### src/rtl/reg_bank32_pkg.sv
// Shared constants and payload types for the general register bank.
// The init constants are also consumed by the testbench and the boot-code linker script.
package reg_bank32_pkg;

  localparam int unsigned NREG = 32;
  localparam int unsigned XLEN = 32;
  localparam int unsigned AW   = 5;

  localparam logic [AW-1:0] REG_ZERO = 5'd0;
  localparam logic [AW-1:0] REG_GP   = 5'd28;
  localparam logic [AW-1:0] REG_SP   = 5'd29;

  localparam logic [XLEN-1:0] SP_INIT_DEFAULT = 32'h0000_2ffc;
  localparam logic [XLEN-1:0] GP_INIT_DEFAULT = 32'h0000_1800;

  // Write-back payload as seen by the bank
  typedef struct packed {
    logic [AW-1:0]   wa;
    logic [XLEN-1:0] wd;
  } wb_req_t;

  // Reset image for one register index
  function automatic logic [XLEN-1:0] reset_value(input int idx,
                                                  input logic [XLEN-1:0] gp,
                                                  input logic [XLEN-1:0] sp);
    logic [XLEN-1:0] v;
    v = '0;
    if (idx == int'(REG_GP)) v = gp;
    if (idx == int'(REG_SP)) v = sp;
    return v;
  endfunction

endpackage

### src/rtl/reg_bank32_decoder5_32.sv
// 5-bit address plus enable to a 32-bit one-hot strobe; also reused for data-memory bank select.
module decoder5_32 (
  input  logic        i_en,
  input  logic [4:0]  i_addr,
  output logic [31:0] o_onehot_c
);

  always_comb begin
    o_onehot_c = '0;
    if (i_en) o_onehot_c[i_addr] = 1'b1;
  end

endmodule

### src/rtl/reg_bank32.sv
// Storage half of the CPU register file: 32 x 32-bit registers, one write per clock,
// exposed as a flat image so downstream read muxes stay purely combinational.
module reg_bank32
  import reg_bank32_pkg::*;
#(
  parameter logic [31:0] SP_INIT  = SP_INIT_DEFAULT,
  parameter logic [31:0] GP_INIT  = GP_INIT_DEFAULT,
  parameter bit          ZERO_REG = 1'b1
) (
  input  logic                 clk,
  input  logic                 clr,
  input  logic                 we,
  input  logic [AW-1:0]        wa,
  input  logic [XLEN-1:0]      wd,
  output logic [NREG*XLEN-1:0] D,
  output logic [15:0]          wr_cnt,
  output logic [AW-1:0]        last_wa,
  output logic [XLEN-1:0]      last_wd
);

  logic          w_commit;
  logic [31:0]   w_strobe;
  wb_req_t       w_req;
  wb_req_t       r_last;
  logic [15:0]   r_wr_cnt;

  // A write to r0 is dropped entirely when r0 is hardwired, including the debug trackers
  assign w_commit = we & (~ZERO_REG | (wa != REG_ZERO));
  assign w_req    = '{wa: wa, wd: wd};

  decoder5_32 u_dec (
    .i_en       (w_commit),
    .i_addr     (wa),
    .o_onehot_c (w_strobe)
  );

  for (genvar gi = 0; gi < NREG; gi++) begin : g_reg
    if ((gi == 0) && ZERO_REG) begin : g_zero
      logic w_unused_strobe;
      assign w_unused_strobe      = w_strobe[gi];
      assign D[gi*XLEN +: XLEN]   = '0;
    end else begin : g_flop
      localparam logic [XLEN-1:0] RST_VAL = reset_value(gi, GP_INIT, SP_INIT);
      logic [XLEN-1:0] r_q;

      always_ff @(posedge clk or posedge clr) begin
        if (clr)               r_q <= RST_VAL;
        else if (w_strobe[gi]) r_q <= wd;
      end

      assign D[gi*XLEN +: XLEN] = r_q;
    end
  end

  // Commit counter wraps silently; last-write tracker for debug
  always_ff @(posedge clk or posedge clr) begin
    if (clr) begin
      r_wr_cnt <= '0;
      r_last   <= '0;
    end else if (w_commit) begin
      r_wr_cnt <= r_wr_cnt + 16'd1;
      r_last   <= w_req;
    end
  end

  assign wr_cnt  = r_wr_cnt;
  assign last_wa = r_last.wa;
  assign last_wd = r_last.wd;

endmodule
### config.mk
export PLATFORM = sky130hd
export DESIGN_NAME = reg_bank32
export DESIGN_NICKNAME = d
export VERILOG_FILES = /design/src/rtl/reg_bank32_pkg.sv /design/src/rtl/reg_bank32_decoder5_32.sv /design/src/rtl/reg_bank32.sv
export SDC_FILE = /design/constraint.sdc
export NUM_CORES = 2
export LEC_CHECK = 0
export BUFFER_PORTS_ARGS = -buffer_cell sky130_fd_sc_hd__buf_4
export CAP_MARGIN = 10
export CORE_AREA = 2 2 441 443
export CTS_CLUSTER_DIAMETER = 30
export DETAILED_ROUTE_END_ITERATION = 8
export DIE_AREA = 0 0 443 445
export HOLD_SLACK_MARGIN = 0.15
export MAX_ROUTING_LAYER = met4
export SYNTH_ARGS = -nofsm -noshare
export SYNTH_HDL_FRONTEND = slang
export SYNTH_HIERARCHICAL = 1
export SYNTH_SLANG_ARGS = --single-unit
export TNS_END_PERCENT = 100
### constraint.sdc
create_clock -name clk -period 40.8 [get_ports clk]
set_input_delay 2.04 -clock clk [delete_from_list [all_inputs] [get_ports clk]]
set_output_delay 2.04 -clock clk [all_outputs]
set_load 0.005 [all_outputs]
==> flow_summary_export.csv <==
group,metric,value,unit
sta,max_freq,0.162,GHz
synth,synth_cells,2504,
setup_path,r2r_setup_slack,39.12,ns
hold_path,hold_end,"wr_cnt[15]",
routing,post_drt_via_cell_ratio,4.13,
place,dp_cells,5928,
clocking,clk_pin_slew,0.04,ns
die,start_util,0.206,
sta,hold_violations,0,
clocking,cts_root_buf,"clkbuf_16",
clocking,cts_resized,0,
job,max_cap_violations,0,
clocking,h-tree-depth,4,
clocking,cts_tree,"done",
clocking,clockBufferDepth,3,
synth,ys.warnings.count,6,
sta,post-route-period-util,0.151,
clocking,post_cts_buffers,0,
routing,totalWireLength,160000,microns
global_routing,grt_first_pass_wirelength,219000,microns
sta,drv_slew,0,
sta,setup_tns,0,ns
final_layout,fin_cells,6374,
setup_path,start_kind,"input port",
setup_path,crit_start,"clr",
setup_path,arrival,6.95,ns
setup_path,crit_family,"buffers and inverters",
global_routing,grt_start_max_net_pins,110,
sta,period_minus_slack,6.17,ns
place,gp_congestion,0.764,
sta,rsz0062_at_grt,"false",
routing,ant_nets,0,
hold_path,min_path_type,"register to register",
die,ios,1117,
setup_path,worst-r2r-cell-count,4,
setup_path,crit_top_cell,"buf_4",
die,core,0.192,sq mm
die,row_count,161,
place,numPortBuffers,1084,
setup_path,reg2reg_to,"wr_cnt[11]",
final_layout,syn_to_final_growth,49.1,%
pwr,max-vdd-ir-drop,0.0430,mV
sta,tightest_slew,1.15,ns
sta,maxSlewHeadroom,0.236,
routing,drt_iter0_drc,1508,
clocking,cts_buffers,231,
routing,vias,26300,
clocking,cts.sinks,1045,
synth,avgSynthCellArea,15.8,sq um
setup_path,crit_path_max_incr_delay,0.88,ns
setup_path,rr_startpoint,"wr_cnt[2]",
die,die_h,445,microns
run_status,outcome,"finished, final reports clean",
die,die_x,443,microns
setup_path,critPathRequiredTime,41.58,ns
pwr,p_leak,28.2,nW
clocking,insertion_delay,0.83,ns
global_routing,grt_pass1_vias,27300,
die,dieArea,0.197,sq mm
global_routing,grt_antenna_before_repair,14,
routing,drtPass1Iterations,5,
final_layout,fin_nets,3677,
routing,avgRoutedWirePerCell,25.1,microns
routing,drcViolationCount,0,
setup_path,path_max_fanout,109,
clocking,postCtsHoldBufs,0,
setup_path,cpMaxStageDelayCell,"buf_4",
global_routing,overflow,0,
setup_path,crit_type,"input port to async pin",
sta,timing.hold.ws,0.471,ns
setup_path,cp.buffers_inverters,7,
pwr,power.density,67.8,mW/mm^2
sta,fin_skew,0.0364,ns
hold_path,min_from,"wr_cnt[15]",
final_layout,drive_gt1_frac,0.672,
setup_path,path_cells,"buf_4, inv_8, buf_4, buf_4, buf_4, buf_4, buf_4",
setup_path,cp-end-kind,"async pin",
place,dpl.hpwl,106000,microns
synth,syn_area,0.0395,sq mm
sta,setup_violations,0,
hold_path,hold_depth,1,
global_routing,grt_usage,0.162,
-- state kept, by name, indices dropped and copies added (netlist names) --
name / flops
g.g_flop.r_q: 992
last_wa: 5
last_wd: 32
wr_cnt: 16
-- per-layer routing --
metal,up-vias,track usage,part of all wire
met5,-,-,0
met4,0,0.0608,0.032
met3,251,0.0369,0.061
met2,1048,0.279,0.52
met1,14100,0.183,0.38
li1,10900,-,-
-- cell type report --
type	instances	area (sq um)
fillers	19100	133000
flip-flops and latches	1045	26200
multi-input cells	1223	12500
repair buffers	1132	8520
clock buffers	300	6470
well taps	2526	3160
clock inverters	133	2030
diodes	12	30.0
inverters	3	18.8
-- placed cells by master (no fill, tap or decap) --
master      instances
buf_4            1131
inv_2               1
mux2_2            992
inv_1               1
nor2_4             31
nor4_1              5
clkinvlp_4         24
nand4bb_1           3
nor3_1              4
o21ai_4             1
clkbuf_8           41
dfrtp_1          1032
inv_6               7
nand4b_1            3
conb_1             32
ha_1                1
xnor2_1             5
clkinv_2           40
nor4b_1             1
and4_1              2
buf_16              1
clkbuf_16         232
bufinv_16          37
nand2b_1            2
xor2_1             10
clkinv_16          12
diode_2            12
or4_4               1
inv_8               1
nand3_1             7
clkinv_4           13
a22o_1              1
or2_1               1
or4b_1              1
nand2_1           117
nand4_1             3
dfstp_2            13
clkbuf_1           27
-- where the power goes --
group	switching (mW)	internal, mW	total, mW	leakage [nW]
Sequential	0.117	1.24	1.36	13.3
Clock	0.626	1.35	1.98	4.09
Combinational	0.275	0.384	0.659	10.7
-- metrics by stage --
step	utilization	power (mW)	setup slack, ns	instance area, sq um
after floorplan	-	1.58	9.37	39600
after global placement	0.262	2.02	33.69	50300
after detailed placement	0.262	2.04	33.58	50300
after CTS	0.306	4.04	34.48	58800
after global routing	0.307	4.14	33.81	58800
final	0.307	3.99	34.63	58900
-- worst max path at each step --
stage / to / slack [ns] / cells past startpoint
after floorplan: g_reg[10].g_flop.r_q[0] / 9.37 / 1
after detailed placement: g_reg[11].g_flop.r_q[17] / 33.58 / 7
after global routing: g_reg[11].g_flop.r_q[15] / 33.81 / 7
after CTS: g_reg[11].g_flop.r_q[15] / 34.48 / 7
final: g_reg[11].g_flop.r_q[15] / 34.63 / 7
after global placement: g_reg[11].g_flop.r_q[17] / 33.69 / 7
(Power assumes the default switching activity.)
